[src/rtl/branch_resolve_bht_if.sv]
// Pipeline-facing bundle of the branch resolution unit: IF lookup, EX operands,
// registered branch outcome and statistics.
interface branch_resolve_bht_if #(
   parameter int XLEN   = 32,
   parameter int STAT_W = 16
);
   logic [XLEN-1:0]   if_pc;
   logic              if_pred_taken;
   logic              ex_valid;
   logic              ex_flush;
   logic [6:0]        ex_opcode;
   logic [2:0]        ex_funct3;
   logic [XLEN-1:0]   ex_pc;
   logic [XLEN-1:0]   ex_rs1;
   logic [XLEN-1:0]   ex_rs2;
   logic [12:0]       ex_imm;
   logic              ex_pred_taken;
   logic              br_valid;
   logic              br_taken;
   logic [XLEN-1:0]   br_target;
   logic              br_mispredict;
   logic [XLEN-1:0]   redirect_pc;
   logic              br_illegal;
   logic [STAT_W-1:0] stat_branches;
   logic [STAT_W-1:0] stat_mispredicts;

   // pipeline side
   modport master (
      output if_pc, ex_valid, ex_flush, ex_opcode, ex_funct3, ex_pc,
             ex_rs1, ex_rs2, ex_imm, ex_pred_taken,
      input  if_pred_taken, br_valid, br_taken, br_target, br_mispredict,
             redirect_pc, br_illegal, stat_branches, stat_mispredicts
   );

   // resolution unit side
   modport slave (
      input  if_pc, ex_valid, ex_flush, ex_opcode, ex_funct3, ex_pc,
             ex_rs1, ex_rs2, ex_imm, ex_pred_taken,
      output if_pred_taken, br_valid, br_taken, br_target, br_mispredict,
             redirect_pc, br_illegal, stat_branches, stat_mispredicts
   );
endinterface

[src/rtl/branch_resolve_bht.sv]
// RV32I conditional branch resolver with a direct-mapped 2-bit counter BHT
// and saturating branch/mispredict statistics. One-cycle registered outcome.
module branch_resolve_bht #(
   parameter int         XLEN        = 32,
   parameter int         BHT_ENTRIES = 64,
   parameter logic [1:0] CNT_INIT    = 2'b01,
   parameter int         STAT_W      = 16
) (
   input logic                 clk,
   input logic                 reset,
   branch_resolve_bht_if.slave bus
);
   localparam int IDX = $clog2(BHT_ENTRIES);

   logic [1:0]        bht [BHT_ENTRIES];
   logic [IDX-1:0]    rd_idx, wr_idx;
   logic              res, legal, cond, upd;
   logic [XLEN-1:0]   tgt, seq;
   logic              r_valid, r_taken, r_mis, r_ill;
   logic [XLEN-1:0]   r_target, r_redirect;
   logic [STAT_W-1:0] r_sb, r_sm;
   logic              unused_pc_bits;

   // Only the word-aligned index bits of the PCs address the table.
   assign rd_idx         = bus.if_pc[IDX+1:2];
   assign wr_idx         = bus.ex_pc[IDX+1:2];
   assign unused_pc_bits = ^{bus.if_pc[1:0], bus.if_pc[XLEN-1:IDX+2]};

   // Prediction reads the stored counter; an update on the same edge is not bypassed.
   assign bus.if_pred_taken = bht[rd_idx][1];

   // Decode the branch, evaluate its condition and form both candidate next PCs.
   always_comb begin
      res   = bus.ex_valid & ~bus.ex_flush & (bus.ex_opcode == 7'b1100011);
      legal = 1'b1;
      cond  = 1'b0;
      case (bus.ex_funct3)
         3'b000:  cond = (bus.ex_rs1 == bus.ex_rs2);
         3'b001:  cond = (bus.ex_rs1 != bus.ex_rs2);
         3'b100:  cond = ($signed(bus.ex_rs1) <  $signed(bus.ex_rs2));
         3'b101:  cond = ($signed(bus.ex_rs1) >= $signed(bus.ex_rs2));
         3'b110:  cond = (bus.ex_rs1 <  bus.ex_rs2);
         3'b111:  cond = (bus.ex_rs1 >= bus.ex_rs2);
         default: legal = 1'b0;
      endcase
      upd = res & legal;
      tgt = bus.ex_pc + {{(XLEN-13){bus.ex_imm[12]}}, bus.ex_imm};
      seq = bus.ex_pc + XLEN'(4);
   end

   // Outcome register; target/redirect keep their last value when nothing resolves.
   always_ff @(posedge clk or posedge reset) begin
      if (reset) begin
         r_valid    <= 1'b0;
         r_taken    <= 1'b0;
         r_mis      <= 1'b0;
         r_ill      <= 1'b0;
         r_target   <= '0;
         r_redirect <= '0;
      end else begin
         r_valid <= upd;
         r_taken <= upd & cond;
         r_mis   <= upd & (cond ^ bus.ex_pred_taken);
         r_ill   <= res & ~legal;
         if (upd) begin
            r_target   <= tgt;
            r_redirect <= cond ? tgt : seq;
         end
      end
   end

   // Saturating 2-bit counter training on each legal resolved branch.
   always_ff @(posedge clk or posedge reset) begin
      if (reset) begin
         for (int i = 0; i < BHT_ENTRIES; i++) bht[i] <= CNT_INIT;
      end else if (upd) begin
         if (cond && bht[wr_idx] != 2'b11)
            bht[wr_idx] <= bht[wr_idx] + 2'b01;
         else if (!cond && bht[wr_idx] != 2'b00)
            bht[wr_idx] <= bht[wr_idx] - 2'b01;
      end
   end

   // Statistics counters stick at all-ones.
   always_ff @(posedge clk or posedge reset) begin
      if (reset) begin
         r_sb <= '0;
         r_sm <= '0;
      end else if (upd) begin
         if (r_sb != '1) r_sb <= r_sb + STAT_W'(1);
         if ((cond ^ bus.ex_pred_taken) && r_sm != '1) r_sm <= r_sm + STAT_W'(1);
      end
   end

   assign bus.br_valid         = r_valid;
   assign bus.br_taken         = r_taken;
   assign bus.br_mispredict    = r_mis;
   assign bus.br_illegal       = r_ill;
   assign bus.br_target        = r_target;
   assign bus.redirect_pc      = r_redirect;
   assign bus.stat_branches    = r_sb;
   assign bus.stat_mispredicts = r_sm;
endmodule

[src/flat_wrapper.sv]
// flat-port wrapper written by rule: the top's interface ports become plain ports
module branch_resolve_bht_flat 
#(
   parameter int         XLEN        = 32,
   parameter int         BHT_ENTRIES = 64,
   parameter logic [1:0] CNT_INIT    = 2'b01,
   parameter int         STAT_W      = 16
)
  (clk, reset, bus_if_pc, bus_ex_valid, bus_ex_flush, bus_ex_opcode, bus_ex_funct3, bus_ex_pc, bus_ex_rs1, bus_ex_rs2, bus_ex_imm, bus_ex_pred_taken, bus_if_pred_taken, bus_br_valid, bus_br_taken, bus_br_target, bus_br_mispredict, bus_redirect_pc, bus_br_illegal, bus_stat_branches, bus_stat_mispredicts);
  branch_resolve_bht_if #(.XLEN(XLEN), .STAT_W(STAT_W)) bus_i ();
  input logic clk;
  input logic reset;
  input wire logic [$bits(bus_i.if_pc)-1:0] bus_if_pc;
  input wire logic [$bits(bus_i.ex_valid)-1:0] bus_ex_valid;
  input wire logic [$bits(bus_i.ex_flush)-1:0] bus_ex_flush;
  input wire logic [$bits(bus_i.ex_opcode)-1:0] bus_ex_opcode;
  input wire logic [$bits(bus_i.ex_funct3)-1:0] bus_ex_funct3;
  input wire logic [$bits(bus_i.ex_pc)-1:0] bus_ex_pc;
  input wire logic [$bits(bus_i.ex_rs1)-1:0] bus_ex_rs1;
  input wire logic [$bits(bus_i.ex_rs2)-1:0] bus_ex_rs2;
  input wire logic [$bits(bus_i.ex_imm)-1:0] bus_ex_imm;
  input wire logic [$bits(bus_i.ex_pred_taken)-1:0] bus_ex_pred_taken;
  output wire logic [$bits(bus_i.if_pred_taken)-1:0] bus_if_pred_taken;
  output wire logic [$bits(bus_i.br_valid)-1:0] bus_br_valid;
  output wire logic [$bits(bus_i.br_taken)-1:0] bus_br_taken;
  output wire logic [$bits(bus_i.br_target)-1:0] bus_br_target;
  output wire logic [$bits(bus_i.br_mispredict)-1:0] bus_br_mispredict;
  output wire logic [$bits(bus_i.redirect_pc)-1:0] bus_redirect_pc;
  output wire logic [$bits(bus_i.br_illegal)-1:0] bus_br_illegal;
  output wire logic [$bits(bus_i.stat_branches)-1:0] bus_stat_branches;
  output wire logic [$bits(bus_i.stat_mispredicts)-1:0] bus_stat_mispredicts;
  assign bus_i.if_pc = bus_if_pc;
  assign bus_i.ex_valid = bus_ex_valid;
  assign bus_i.ex_flush = bus_ex_flush;
  assign bus_i.ex_opcode = bus_ex_opcode;
  assign bus_i.ex_funct3 = bus_ex_funct3;
  assign bus_i.ex_pc = bus_ex_pc;
  assign bus_i.ex_rs1 = bus_ex_rs1;
  assign bus_i.ex_rs2 = bus_ex_rs2;
  assign bus_i.ex_imm = bus_ex_imm;
  assign bus_i.ex_pred_taken = bus_ex_pred_taken;
  assign bus_if_pred_taken = bus_i.if_pred_taken;
  assign bus_br_valid = bus_i.br_valid;
  assign bus_br_taken = bus_i.br_taken;
  assign bus_br_target = bus_i.br_target;
  assign bus_br_mispredict = bus_i.br_mispredict;
  assign bus_redirect_pc = bus_i.redirect_pc;
  assign bus_br_illegal = bus_i.br_illegal;
  assign bus_stat_branches = bus_i.stat_branches;
  assign bus_stat_mispredicts = bus_i.stat_mispredicts;
  branch_resolve_bht #(.XLEN(XLEN), .BHT_ENTRIES(BHT_ENTRIES), .CNT_INIT(CNT_INIT), .STAT_W(STAT_W)) u_core (.clk(clk), .reset(reset), .bus(bus_i));
endmodule
[config.mk]
export PLATFORM = sky130hd
export DESIGN_NAME = branch_resolve_bht_flat
export DESIGN_NICKNAME = d
export VERILOG_FILES = /design/src/rtl/branch_resolve_bht_if.sv /design/src/rtl/branch_resolve_bht.sv /design/src/flat_wrapper.sv
export SDC_FILE = /design/constraint.sdc
export NUM_CORES = 1
export LEC_CHECK = 0
export CAP_MARGIN = 20
export CORE_MARGIN = 2
export CORE_UTILIZATION = 35
export DETAILED_ROUTE_END_ITERATION = 16
export GPL_ROUTABILITY_DRIVEN = 0
export SLEW_MARGIN = 20
export SYNTH_ARGS = -nofsm -noshare
export SYNTH_HDL_FRONTEND = slang
export SYNTH_SLANG_ARGS = --single-unit
[constraint.sdc]
create_clock -name clk -period 7.95 [get_ports clk]
set_clock_uncertainty 0.05 [all_clocks]
set_input_delay 1.1925 -clock clk [delete_from_list [all_inputs] [get_ports clk]]
set_output_delay 1.1925 -clock clk [all_outputs]
set_load 0.05 [all_outputs]
# ---- Word-level counts from Yosys, hierarchy flattened
# Index checks and enable logic that the tools add are counted.
dict set report classes {
  addsub 6
  n_lt_le_gt_ge 7
  n_eq_ne 11
  n_mux 15
  bitwise_logic 11
  n_reduce_logical 12
}
# operator n
set op_table {}
lappend op_table {{$bwmux W128} 2}
lappend op_table {{$mux W128} 2}
lappend op_table {{$ge A32 B32 Y1} 2}
lappend op_table {{$lt A32 B32 Y1} 2}
lappend op_table {{$add A16 B1 Y16 const B} 2}
lappend op_table {{$add A32 B3 Y32 const B} 1}
lappend op_table {{$add A32 B32 Y32} 1}
lappend op_table {{$eq A32 B32 Y1} 1}
lappend op_table {{$mux W32} 1}
lappend op_table {{$ne A16 B16 Y1 const B} 2}
lappend op_table {{$ne A32 B32 Y1} 1}
lappend op_table {{$bmux W2 S6} 2}
lappend op_table {{$ge A7 B7 Y1 const B} 2}
lappend op_table {{$not A6 Y7} 2}
lappend op_table {{$demux W2 S6} 1}
lappend op_table {{$eq A3 B3 Y1 const B} 4}
lappend op_table {{$mux W2} 5}
lappend op_table {{$eq A7 B7 Y1 const B} 1}
lappend op_table {{$lt A7 B1 Y1 const B} 1}
lappend op_table {{$and A1 B1 Y1} 6}
lappend op_table {{$pmux W1 S6} 1}
lappend op_table {{$reduce_and A2 Y1} 3}
lappend op_table {{$reduce_or A6 Y1} 1}
lappend op_table {{$logic_and A1 B1 Y1} 4}
lappend op_table {{10 further kinds} 12}
dict set report totals {
  regBits 228
  inputBits 156
  output_inout_bits 101
  elab_cells 134
}

# ---- Depth between registers and ports, before layout
dict set report logic_depth {
  word_depth 8
  ltp_mapped 18
  ltp_nobuf 13
}

# ---- Least setup slack after synthesis
# OpenSTA, ideal clock, no wires.
dict set report synth_path {
  kind {input to output}
  start {in bus_if_pc[2]}
  end {out bus_if_pred_taken}
  arrival_ps 3763
  required_ps 6707
  setup_slack_ps 2944
  stages 5
  path_buffers 2
  cell_sequence {clkbuf_1 > buf_1 > mux4_2 > mux4_2 > mux4_2}
}
dict set report synth_via {
  elab_chain_len 4
}
# element line
set synth_lines {}
lappend synth_lines {{start, declared} flat_wrapper.sv:13} ;# input wire logic [$bits(bus_i.if_pc)-1:0] bus_if_pc;
lappend synth_lines {{$not A6 Y7 (implied by the code)} branch_resolve_bht.sv:30} ;# assign bus.if_pred_taken = bht[rd_idx][1];
lappend synth_lines {{$bmux W2 S6} branch_resolve_bht.sv:30}
lappend synth_lines {{$mux W2 (implied by the code) (2 in a row)} branch_resolve_bht.sv:30}
lappend synth_lines {{end, declared} flat_wrapper.sv:23} ;# output wire logic [$bits(bus_i.if_pred_taken)-1:0] bus_if_pred_taken;
# Every way passes these cells. The select of a mux whose other input is x is not followed.

# ---- Final worst setup path
dict set report layout_path {
  start {in bus_ex_pc[2]}
  end {reg u_core.bht[21] in the netlist's numbering}
}
dict set report layout_via {
  elab_chain_len 8
}
# element line
set layout_lines {}
lappend layout_lines {{start, declared} flat_wrapper.sv:18} ;# input wire logic [$bits(bus_i.ex_pc)-1:0] bus_ex_pc;
lappend layout_lines {{$not A6 Y7 (implied by the code) (*)} n/a}
lappend layout_lines {{$bmux W2 S6 (tied with other cells)} n/a}
lappend layout_lines {{$mux W2 (implied by the code) or $logic_and A1 B1 Y1 (tied branches)} n/a}
lappend layout_lines {{$mux W2, on equally long branches} n/a}
lappend layout_lines {{$sub A2 B1 Y2 (tied with other cells)} branch_resolve_bht.sv:80} ;# bht[wr_idx] <= bht[wr_idx] - 2'b01;
lappend layout_lines {{$bwmux W128 (tied with other cells)} branch_resolve_bht.sv:80}
lappend layout_lines {{$mux W128 or $reduce_bool A2 Y1 (tied branches)} n/a}
lappend layout_lines {{$mux W128 or $reduce_and A2 Y1 (tied branches)} n/a}
lappend layout_lines {{end signal, assigned by index} branch_resolve_bht.sv:78} ;# bht[wr_idx] <= bht[wr_idx] + 2'b01;
lappend layout_lines {{end signal, assigned by index} branch_resolve_bht.sv:80}
lappend layout_lines {{end, declared} branch_resolve_bht.sv:15} ;# logic [1:0] bht [BHT_ENTRIES];
# Every way passes the cells marked *; elsewhere a longest branch is shown, timed or not. The select of a mux whose other input is x is not followed.
# A chain may end at the register's enable or synchronous reset.

==> implementation parameters <==
Parameter                              Value

Global route
  Pin count of the biggest net entering global routing ... 206
  Total routing resource utilization after global routing ... 0.207
  Wire length of the first global-routing pass ... a little over 70,000 um
  Antenna violations before repair ... 2
  Congestion Overflow GR ... 0
  Vias in the first global route ... 12,838

STA
  Minimum period implied by the final worst setup slack ... 5820 ps
  FMAX ... 172 MHz
  Setup-violating endpoint count in the final report ... 0
  Fin. max-slew vios ... 0
  Period utilisation layout ... 0.732
  Tightest slew margin relative to the limit ... 0.310
  Setup Total Neg Slack ... 0 ps
  Slew @ Worst Pin ... 1030 ps
  Final hold vios ... 0
  Worst-case hold slack ... 419 ps
  Setup repair after global routing missed its margin ... false
  Final setup margin ... 2130 ps

Power and ir drop
  Pwr per Cell Area ... approximately 170 nW/um^2
  IR Drop Worst-Case VDD ... roughly 0.16 mV
  Leakage dissipation ... 7.69 nW

Yosys
  Post-synthesis register bit count ... ~230
  Mean Syn Cell Area ... about 9.4 sq um
  Post-synthesis cell type with the largest combined area ... sky130_fd_sc_hd__dfrtp_1
  Number of distinct standard cells referenced by the synthesized netlist ... 64
  Most used flip-flop cell after synthesis ... sky130_fd_sc_hd__dfrtp_1
  Post-synth ARST share ... 1.00
  Net count after synthesis ... 1,801
  Combined area of all synthesized cells ... 14,700 sq um
  Synthesized netlist cell count ... 1,576
  Cell types with the largest area share after synthesis ... sky130_fd_sc_hd__dfrtp_1, sky130_fd_sc_hd__dfstp_2, sky130_fd_sc_hd__ha_1
  Post-synth EDFFs ... 0
  Portion of synthesized cell area occupied by the leading cell type ... 0.278
  Yosys warning count ... 0
  Sequential cell area fraction in the yosys report ... 0.393

Die
  Core outline area ... 41,800 sq um
  Number of rows created at floorplan ... 75
  Die outline width ... around 210 um
  Ports ... 257
  Total Die Area ... 43,800 sq um
  Floorplan die height ... 209 um
  Initial standard-cell utilization of the core ... 0.353

Setup path
  Largest fanout on the critical path ... 64
  Crit path capture type ... flip-flop
  Required time reported for the critical path endpoint ... 8330 ps
  Flop2flop setup slack ... around 3900 ps
  Worst Setup Path Type ... primary input to flip-flop
  Cell seen most often among critical-path stages ... sky130_fd_sc_hd__nor4_1
  R2r endpoint ... u_core.bht[71]$_DFFE_PP0P_
  Critical Path Max Stage Delay ... 860 ps
  Number of cells on the worst reg-to-reg path ... 10
  Data arrival time at the worst-slack endpoint ... between 6000 and 7000 ps
  List of cells traversed by the critical path ... clkdlybuf4s50_1 > nor2_1 > nand2_1 > o22ai_1 > nor4_1 > o22a_1 > nand4_1 > inv_1 > ha_2 > buf_4 > nor4_1 > mux2i_1 > mux2_2
  Startpoint type of the worst setup path ... primary input
  Origin of the critical flop-to-flop path ... u_core.bht[83]$_DFFE_PP0P_
  Worst-path cell with the longest stage delay ... sky130_fd_sc_hd__clkdlybuf4s50_1

Clocking
  Number of sinks driven by the clock tree ... 228
  Quantity of hold-fixing buffers added after cts ... 0
  Deepest clock path buffer count ... 3
  Clock latency of the later-clocked register in the worst-skew pair ... ~550 ps
  Post-CTS clock slew at the launch and capture registers of the worst setup and hold paths ... 60 ps
  Post-cts repair resize count ... 0
  Master cell of the clock root buffer ... sky130_fd_sc_hd__clkbuf_16
  Number of buffers inserted to repair setup after CTS ... 0
  Number of buffers created by CTS ... 26
  CTS H-tree lvls ... 1
  TritonCTS clock tree ... done

Cells and area
  Final standard cell utilization of the core ... 0.439
  Final net count ... 1,972
  Fraction of final layout cells with drive strength greater than 1 ... 0.132
  Count of non-filler cells in the finished layout ... about 2,300
  Most frequent cells in the layout ... sky130_fd_sc_hd__clkdlybuf4s50_1, sky130_fd_sc_hd__nand2_1, sky130_fd_sc_hd__dfrtp_1
  Most frequent standard cell in the layout excluding fill and tap cells ... sky130_fd_sc_hd__clkdlybuf4s50_1
  Synth-to-layout area growth ... 24.4%
  Ant. Diodes ... 0

Min path
  Startpoint of the worst hold path ... u_core.bus.redirect_pc[12]$_DFFE_PP0P_
  Worst hold path endpoint ... u_core.bus.redirect_pc[12]$_DFFE_PP0P_
  Worst Hold Class ... flip-flop to flip-flop
  Cell count of the worst hold path ... 2

Route
  Top routing layer in use ... met5
  Met3 routed wirelength ... 3360 um
  Routed wire per std cell ... 19.8 um
  Length of routed wiring on met1 ... about 20,000 um
  Detailed-routing iteration count for the pre-antenna-repair pass ... 6
  Post-route antenna net violation count ... 0
  Number of DRC violations after detailed routing ... 0
  1st-iter DRT viols ... 999
  Post-DR vias/cell ... about 5.6
  Aggregate routed wire length ... 45,700 um
  Sum of met2 wire segment lengths after detailed routing ... between 20,000 and 25,000 um
  Detailed-route via count ... 13,001

Flow run
  Number of violations of the max-capacitance limit ... 0

Place
  Placement Setup Slack ... approximately 1700 ps
  Detailed-placement wirelength estimate ... about 32,000 um
  Inst Count DP ... between 2,000 and 2,500
  IO Port Bufs ... between 200 and 250

Status
  Outcome ... finished, final reports clean
==> cell usage after synthesis, drive strengths merged, types with 11 or more instances <==
library cell and number:
mux2 72, nor4 135, nand2 220, xor2 30, nor2 48, buf 26
xnor2 56, nand2b 11, nand4 21, inv 50, o21ai 124, mux2i 71
a22oi 26, o22ai 30, nand3 36, a21o 19, and3 19, clkbuf 85
mux4 21, nor3 25, a21oi 56, dfrtp 164, dfstp 64, ha 68
==> critical path: cells and delay by family <==
kind / cells / cell delay (ps)
AO/OA/AOI/OAI: 2 / 460
adder cells (fa/ha/maj): 1 / 200
buffers and inverters: 3 / 1690
multiplexers: 2 / 730
AND/OR/NAND/NOR: 5 / 1880
==> per-stage QoR <==
stage	instance area [sq um]	power, W
floorplan	14700	0.00163
detailed placement	17500	0.00186
global placement	17500	0.00185
finish	18300	0.00305
global route	18300	0.00319
CTS	18300	0.00307
==> power by group <==
part	switching, W	internal, W
clock	0.000490	0.000708
sequential	0.0000111	0.00118
combinational	0.000416	0.000247
total	0.000916	0.00214
==> final cells by class <==
cell class                 count  area, sq um
inverter                      51          199
timing repair buffer         254         2540
clock buffer                  42          752
clock inverter                 6         80.1
tap                          539          674
sequential                   228         5790
fill                        4028        23400
multi-input combinational   1186         8300
==> routing by layer <==
metal | track usage | up-vias
met5 | 0 | -
li1 | - | 6120
met1 | 0.280 | 6315
met4 | 0.0611 | 2
met3 | 0.0382 | 79
met2 | 0.340 | 485
==> worst max path at each step <==
stage,slack [ps],from,depth (start not counted),end
floorplan,570,reset,1,u_core.bht[101]$_DFFE_PP0P_
global placement,1720,bus_ex_pc[2],12,u_core.bht[21]$_DFFE_PP0P_
detailed placement,1690,bus_ex_pc[2],13,u_core.bht[21]$_DFFE_PP0P_
CTS,2190,bus_if_pc[3],5,bus_if_pred_taken
global route,1790,bus_ex_pc[2],13,u_core.bht[27]$_DFFE_PP0P_
finish,2130,bus_ex_pc[2],13,u_core.bht[21]$_DFFE_PP0P_
==> logic make-up (layout without fill, tap and decap cells) <==
group	Yosys count	after routing	synth area share
XOR/XNOR	86	86	0.0516
multiplexers	164	164	0.135
AND/OR/NAND/NOR	559	559	0.190
AO/OA/AOI/OAI	308	308	0.126
adder cells (fa/ha/maj)	69	69	0.0591
flip-flops	228	228	0.393
buffers and inverters	162	353	0.0459
(Power assumes the default switching activity.)
